### src/rtl/display_pkg.sv
// Shared constants for the seven-segment frame capture: segment codes (abcdefg, active-low),
// FSM states and the default stability requirement.
package display_pkg;

  localparam int unsigned STABLE_CYCLES_DEF = 4;

  localparam logic [6:0] SEG_0     = 7'b0000001;
  localparam logic [6:0] SEG_1     = 7'b1001111;
  localparam logic [6:0] SEG_2     = 7'b0010010;
  localparam logic [6:0] SEG_3     = 7'b0000110;
  localparam logic [6:0] SEG_4     = 7'b1001100;
  localparam logic [6:0] SEG_5     = 7'b0100100;
  localparam logic [6:0] SEG_6     = 7'b0100000;
  localparam logic [6:0] SEG_7     = 7'b0001111;
  localparam logic [6:0] SEG_8     = 7'b0000000;
  localparam logic [6:0] SEG_9     = 7'b0000100;
  localparam logic [6:0] SEG_A     = 7'b0001000;
  localparam logic [6:0] SEG_B     = 7'b1100000;
  localparam logic [6:0] SEG_C     = 7'b0110001;
  localparam logic [6:0] SEG_D     = 7'b1000010;
  localparam logic [6:0] SEG_BLANK = 7'b1111111;

  typedef enum logic [1:0] {
    StIdle,
    StSettle,
    StHold
  } state_e;

endpackage

### src/rtl/seg7_to_hex.sv
// Combinational decode of one active-low segment pattern into a hex nibble plus
// blank (all segments dark) and err (unrecognised pattern) flags.
module seg7_to_hex
  import display_pkg::*;
(
  input  logic [6:0] seven,
  output logic [3:0] nibble,
  output logic       blank,
  output logic       err
);

  always_comb begin
    nibble = 4'h0;
    blank  = 1'b0;
    err    = 1'b0;
    case (seven)
      SEG_0:     nibble = 4'h0;
      SEG_1:     nibble = 4'h1;
      SEG_2:     nibble = 4'h2;
      SEG_3:     nibble = 4'h3;
      SEG_4:     nibble = 4'h4;
      SEG_5:     nibble = 4'h5;
      SEG_6:     nibble = 4'h6;
      SEG_7:     nibble = 4'h7;
      SEG_8:     nibble = 4'h8;
      SEG_9:     nibble = 4'h9;
      SEG_A:     nibble = 4'hA;
      SEG_B:     nibble = 4'hB;
      SEG_C:     nibble = 4'hC;
      SEG_D:     nibble = 4'hD;
      SEG_BLANK: blank  = 1'b1;
      default:   err    = 1'b1;
    endcase
  end

endmodule

### src/rtl/display_hex_bin.sv
// Snoops a multiplexed 4-digit seven-segment bus, debounces each digit strobe and
// publishes a complete decoded frame once all four positions have been captured.
module display_hex_bin
  import display_pkg::*;
#(
  parameter int unsigned STABLE_CYCLES = STABLE_CYCLES_DEF
) (
  input  logic        clk,
  input  logic        rst,
  input  logic [6:0]  seven,
  input  logic [3:0]  anode,
  output logic [15:0] value,
  output logic [3:0]  blank,
  output logic [3:0]  digit_err,
  output logic        frame_valid
);

  localparam logic [7:0] CntLast = 8'(STABLE_CYCLES - 1);

  state_e      state_q;
  logic [7:0]  cnt_q;
  logic [3:0]  anode_q;
  logic [6:0]  seven_q;
  logic [3:0]  mask_q;
  logic [15:0] dig_q;
  logic [3:0]  dig_blank_q;
  logic [3:0]  dig_err_q;

  logic        sample_valid;
  logic [1:0]  sample_idx;
  logic        same_sample;
  logic        capture;
  logic        frame_done;
  logic [3:0]  cap_mask;
  logic [3:0]  dec_nibble;
  logic        dec_blank;
  logic        dec_err;

  seg7_to_hex u_dec (
    .seven  (seven),
    .nibble (dec_nibble),
    .blank  (dec_blank),
    .err    (dec_err)
  );

  // Exactly one low strobe is a sample; anything else is treated as idle.
  always_comb begin
    sample_valid = 1'b1;
    sample_idx   = 2'd0;
    case (anode)
      4'b1110: sample_idx = 2'd0;
      4'b1101: sample_idx = 2'd1;
      4'b1011: sample_idx = 2'd2;
      4'b0111: sample_idx = 2'd3;
      default: sample_valid = 1'b0;
    endcase
  end

  always_comb begin
    same_sample = sample_valid && (anode == anode_q) && (seven == seven_q);
    capture     = (state_q == StSettle) && same_sample && (cnt_q == CntLast);
    frame_done  = (mask_q == 4'hF);
    cap_mask    = capture ? (4'b0001 << sample_idx) : 4'b0000;
  end

  always_ff @(posedge clk) begin
    if (rst) begin
      state_q     <= StIdle;
      cnt_q       <= 8'd0;
      anode_q     <= 4'hF;
      seven_q     <= SEG_BLANK;
      mask_q      <= 4'h0;
      dig_q       <= 16'h0000;
      dig_blank_q <= 4'h0;
      dig_err_q   <= 4'h0;
      value       <= 16'h0000;
      blank       <= 4'hF;
      digit_err   <= 4'h0;
      frame_valid <= 1'b0;
    end else begin
      frame_valid <= frame_done;
      if (frame_done) begin
        value     <= dig_q;
        blank     <= dig_blank_q;
        digit_err <= dig_err_q;
      end
      // A capture landing on the completion edge belongs to the next frame.
      mask_q <= (frame_done ? 4'h0 : mask_q) | cap_mask;
      if (capture) begin
        dig_q[{sample_idx, 2'b00} +: 4] <= dec_nibble;
        dig_blank_q[sample_idx]         <= dec_blank;
        dig_err_q[sample_idx]           <= dec_err;
      end

      case (state_q)
        StIdle: begin
          if (sample_valid) begin
            state_q <= StSettle;
            cnt_q   <= 8'd1;
            anode_q <= anode;
            seven_q <= seven;
          end
        end
        StSettle: begin
          if (!sample_valid) begin
            state_q <= StIdle;
          end else if (same_sample) begin
            cnt_q <= cnt_q + 8'd1;
            if (capture) state_q <= StHold;
          end else begin
            cnt_q   <= 8'd1;
            anode_q <= anode;
            seven_q <= seven;
          end
        end
        StHold: begin
          if (!sample_valid) begin
            state_q <= StIdle;
          end else if (!same_sample) begin
            state_q <= StSettle;
            cnt_q   <= 8'd1;
            anode_q <= anode;
            seven_q <= seven;
          end
        end
        default: state_q <= StIdle;
      endcase
    end
  end

endmodule

### config.mk
export PLATFORM = sky130hd
export DESIGN_NAME = display_hex_bin
export DESIGN_NICKNAME = d
export VERILOG_FILES = /design/src/rtl/display_pkg.sv /design/src/rtl/seg7_to_hex.sv /design/src/rtl/display_hex_bin.sv
export SDC_FILE = /design/constraint.sdc
export NUM_CORES = 1
export LEC_CHECK = 0
export CAP_MARGIN = 25
export CORE_AREA = 5 5 117 119
export DETAILED_ROUTE_END_ITERATION = 6
export DIE_AREA = 0 0 122 124
export GPL_TIMING_DRIVEN = 0
export SETUP_SLACK_MARGIN = 0.2
export SLEW_MARGIN = 20
export SYNTH_ARGS = -nofsm -noshare
export SYNTH_HDL_FRONTEND = slang
export SYNTH_SLANG_ARGS = --single-unit
### constraint.sdc
create_clock -name clk -period 2.2 [get_ports clk]
set_input_delay 0.66 -clock clk [delete_from_list [all_inputs] [get_ports clk]]
set_output_delay 0.66 -clock clk [all_outputs]
set_load 0.1 [all_outputs]
Yosys cells after proc, flatten, opt, wreduce, memory -nomap -nowiden --
Cells that the tools add are included. W data, S select, Z words.
Storage, ports and cells: input port bits 13, logic and storage cells 101, register bits after elaboration 74, output and inout bits 25
Operators by class: $lt $le $gt $ge 2, bitwise gates (word level) 1, reduce and logical (&&, ||, !) cells 15, eq/ne operators 33, multiplexer cells 33, shifts and indexed selects 3, $add $sub $neg 2
Operator list (count):
- $pmux W4 S13 | 1
- $mux W8 | 5
- $eq A7 B7 Y1 const B | 5
- $pmux W8 S3 | 1
- $eq A7 B6 Y1 const B | 3
- $mux W7 | 3
- $mux W4 | 5
- $bwmux W16 | 1
- $eq A4 B4 Y1 const B | 4
- $shift A4 B6 Y16 const A | 1
- $shiftx A4 B6 Y16 | 1
- $reduce_or A15 Y1 | 1
- $eq A7 B3 Y1 const B | 2
- $eq A7 B4 Y1 const B | 2
- $pmux W7 S2 | 1
- $mux W2 | 6
- $pmux W2 S3 | 2
- $ne A2 B2 Y1 const B | 5
- $ne A3 B3 Y1 const B | 3
- $add A8 B1 Y8 const B | 1
- $bwmux W4 | 2
- $eq A8 B2 Y1 const B | 1
- $pmux W4 S2 | 1
- $reduce_and A4 Y1 | 2
- other kinds (23) | 30

Depth between registers and ports, before layout --
depth in word-level cells 11, mapped depth 9, gate-level depth less buffers 8

Cells and area by module --
A second synthesis with hierarchy kept.
Unflattened totals: cell total of the unflattened synthesis 445, area, all modules 3753.6 µm²
By module, submodules not included:
- display_hex_bin | sequential area each 1481.4 µm², area an instance 3330.7 µm², instances 1, cells an instance 389
- seg7_to_hex | sequential area each 0.0 µm², area an instance 422.9 µm², instances 1, cells an instance 56

Worst setup path after synthesis --
No wires, ideal clock.
path kind in2reg, start in anode[3], end reg cnt_q[7], arrival time 2269 ps, buffers on the path 2, setup slack -142 ps, library setup time 72 ps, data required time 2128 ps, stages 7, path through buf_2 -> and4b_1 -> a311o_1 -> and4_4 -> buf_6 -> or4_1 -> a21oi_1
On the way: cells in the longest elaborated chain, start to end 8, elaborated cells on any way between the ends 17, classes of those cells 9 x eq/ne; 4 x mux; 4 x reduce/logical
Ends and longest elaborated chain:
- start, declared | line display_hex_bin.sv:11 | input logic [3:0] anode,
- $eq A4 B3 Y1 or $eq A4 B4 Y1 (tied branches) | line display_hex_bin.sv:50 | case (anode)
- $reduce_or A4 Y1 (no line)
- $mux W1 | line display_hex_bin.sv:50
- $logic_and A1 B1 Y1 (2 in series) | line display_hex_bin.sv:60 | same_sample = sample_valid && (anode == anode_q) && (seven == seven_q);
- $mux W8 | line display_hex_bin.sv:107 | end else if (same_sample) begin
- $mux W8 | line display_hex_bin.sv:105 | if (!sample_valid) begin
- $pmux W8 S3 | line display_hex_bin.sv:95 | case (state_q)
- end signal, assigned | line display_hex_bin.sv:108 | cnt_q <= cnt_q + 8'd1;
- end, declared | line display_hex_bin.sv:21 | logic [7:0] cnt_q;
Several ways; a longest one is shown, not always the timed one. The select of a mux whose other input is x is not followed. A chain may end at the register's enable or synchronous reset.

Worst setup path in the final report --
start in anode[0], end reg cnt_q[7]
The elaborated chain is that of the path after synthesis.

==> out/results.txt <==
Highest clock rate: 492.5 MHz
Critical path arrival: 2.30 ns
Final hold violations: 0
Cell repeated most along the worst path: buf_8
Clock Sinks: 74
Sequential share of the synthesized area: 0.4018
Final core occ: 0.4317
Pin count of the biggest net entering global routing: 14
Initial core utilization: 0.2958
Cells after Synth: 441
Clk Latency, worst-skew pair: 0.34 ns
Via count: 3533
CP Class: input pin to register
Synth area leader: dfxtp_1
GRT Resource Usage Total: 0.1413
Num CTS Buffers: 9
Number of synthesized flops with an enable pin: 0
Synth area leaders: dfxtp_1 (40%), nand2_1 (8.7%), mux2i_1 (6.0%), a21oi_1 (5.4%), xor2_1 (3.3%)
1st-pass router iterations: 5
Most common cell in the netlist: nand2_1
Die Span X: 122 µm
Slew Viols, Final: 0
Post-DRT Antenna Nets: 0
Cell variety after synth: 52
RSZ-0062 raised after global routing: true
DRC Markers: 0
Period utilization: 0.9230
Area of the core: 12470 µm²
H-tree depth: 3
Total grt overflow: 0
Detail Placement HPWL: 7.205 mm
Synthesized area: 3687 µm²
YS warnings: 0
Clk_skew: 0.007792 ns
Avg WL per Cell: 15.54 µm
Die Y: 124 µm
Status: finished, final reports clean
I/O pin count: 38
Critical path peak fanout: 9
Worst path bufs/invs: 2
Worst-Margin Slew: 0.5563 ns
Antenna violations before repair: 0
CTS root buffer: clkbuf_16
CP max-delay cell: a311o_2
Vias in the first global route: 3514
Worst setup EP type: register
Post-synth top area share: 0.4018
Placer Congestion: 0.8671
Final setup vio count: 0
Leak: 0.002002 µW
Final Net Count: 536
Starting DRT DRC Count: 170
Maximum vdd drop: 0.0003376 V
Synth-to-layout area growth: 45.95%
Synth Register Bits: 74
DIE AREA: 15130 µm²
CTS tree: built
Multi-input gate area: 2414 µm²
Async SR Flop Fraction: 0
Worst path required time: 2.47 ns
Average via count per standard cell: 5.113
Antenna Cells: 0
Total power draw: 3278 µW
First-pass GRT wire length: 17.14 mm
Mean area per synthesized cell: 8.361 µm²
Std cell rows: 41
Buffers on Ports: 33
Mapped Nets: 463
Synth top cells by count: nand2_1 (85), dfxtp_1 (74), a21oi_1 (40), clkbuf_1 (23), o21ai_0 (23)
Max_cap viols: 0
PD cells: 609.2 nW/µm²
Critical Path Max Stage Delay: 0.41 ns
Final critical-path required period: 2.031 ns
Clock transition at the registers of the reported paths: 0.06 ns
Slew margin rel.: 0.6292
Critical path startpoint category: input pin
Layout cells sized above 1: 0.3064
FF+latch area: 1491 µm²
Worst Hold Class: register to register
Synth Flop Type: dfxtp_1
Final WL: 10.74 mm
Worst path cell trace: buf_8, and4b_2, a311o_2, and4_4, buf_8, or4_4, a21oi_2
Critical path's top delay family: simple AND/OR/NAND/NOR gates
Clk buf depth: 2
Fillers: 1185
registers in the layout, summed over array words and instances, names as in the netlist:
signal	cells
dig_q	16
value	16
cnt_q	8
seven_q	7
anode_q	4
blank	4
dig_blank_q	4
dig_err_q	4
digit_err	4
mask_q	4
state_q	2
frame_valid	1
power breakdown:
group / internal [µW] / switching (µW)
Sequential: 1360 / 21.2
Combinational: 168 / 239
Clock: 910 / 577
worst register-to-register path, stage by stage, from the launching register on:
cell and delay (ns):
dfxtp_4 0.39, inv_4 0.06, ha_4 0.16, or3_4 0.36
a21o_1 0.20, buf_6 0.13, or4_4 0.50, a21oi_2 0.14
cell families (layout without fill, tap and decap cells):
logic type      count (synthesis)  in the layout  share of synthesized area
flops                          74             74                     0.4018
simple gates                  168            168                     0.2392
mux                            22             22                    0.05972
compound gates                103            103                     0.1761
fa+ha+maj                       9              9                    0.03054
xor+xnor                       15             15                    0.03563
buf+inv                        50            128                    0.05700
through the flow:
step                setup slack (ns)  instance area, µm²  cells   TNS, ns  hold slack (ns)
floorplan                  -0.005834                3810    441  -0.01915           0.4285
global placement             -0.9704                4355    646    -37.70           0.4486
detailed placement           -0.9832                4355    646    -38.11           0.4475
CTS                           0.1864                5176    682         0           0.4557
global route                  0.1219                5381    691         0           0.4789
finish                        0.1694                5381    691         0           0.4516
repair_timing:
item,4_1_cts,5_1_grt
gates resized for setup,169,46
hold buffers,0,0
pin swaps,19,19
gates cloned,1,0
hold endpoints to repair,0,0
buffers inserted,19,9
setup endpoints to repair,74,47
area by class of cell:
| class | count | area share |
|---|---|---|
| Clock buffer | 10 | 0.04441 |
| Tap cell | 172 | 0.03999 |
| Timing Repair Buffer | 62 | 0.1109 |
| Multi-Input combinational cell | 317 | 0.4485 |
| Buffer | 32 | 0.05301 |
| Inverter | 18 | 0.01395 |
| Sequential cell | 74 | 0.2771 |
| Clock inverter | 6 | 0.01209 |
final timing paths:
kind                            startpoint  depth (start not counted)        to  slack, ns
worst min register to register    dig_q[6]                          2  value[6]       0.45
worst max-delay path              anode[0]                          7  cnt_q[7]       0.17
worst max register to register  state_q[0]                          7  cnt_q[7]       0.19
worst min-delay path              dig_q[6]                          2  value[6]       0.45
placed cells by master, fill, tap and decap left out, types with 8 or more instances in the layout:
master and instances:
nand4_1 13, nand3_1 10, nand2_1 85, o21ai_1 11
clkbuf_1 12, a21oi_1 35, clkbuf_16 9, xor2_1 8
o21ai_0 12, mux2i_1 22, nor2_1 12, dfxtp_1 70
buf_4 27, o311ai_1 11, clkdlybuf4s15_2 25, inv_1 16
metal layers:
metal	global-route usage	routed length, µm
met2	0.2272	5193
met3	0.03270	421
met1	0.1840	4850
met4	0.05602	271
met5	0	0
Note: power is estimated with default switching activity, not from simulation.
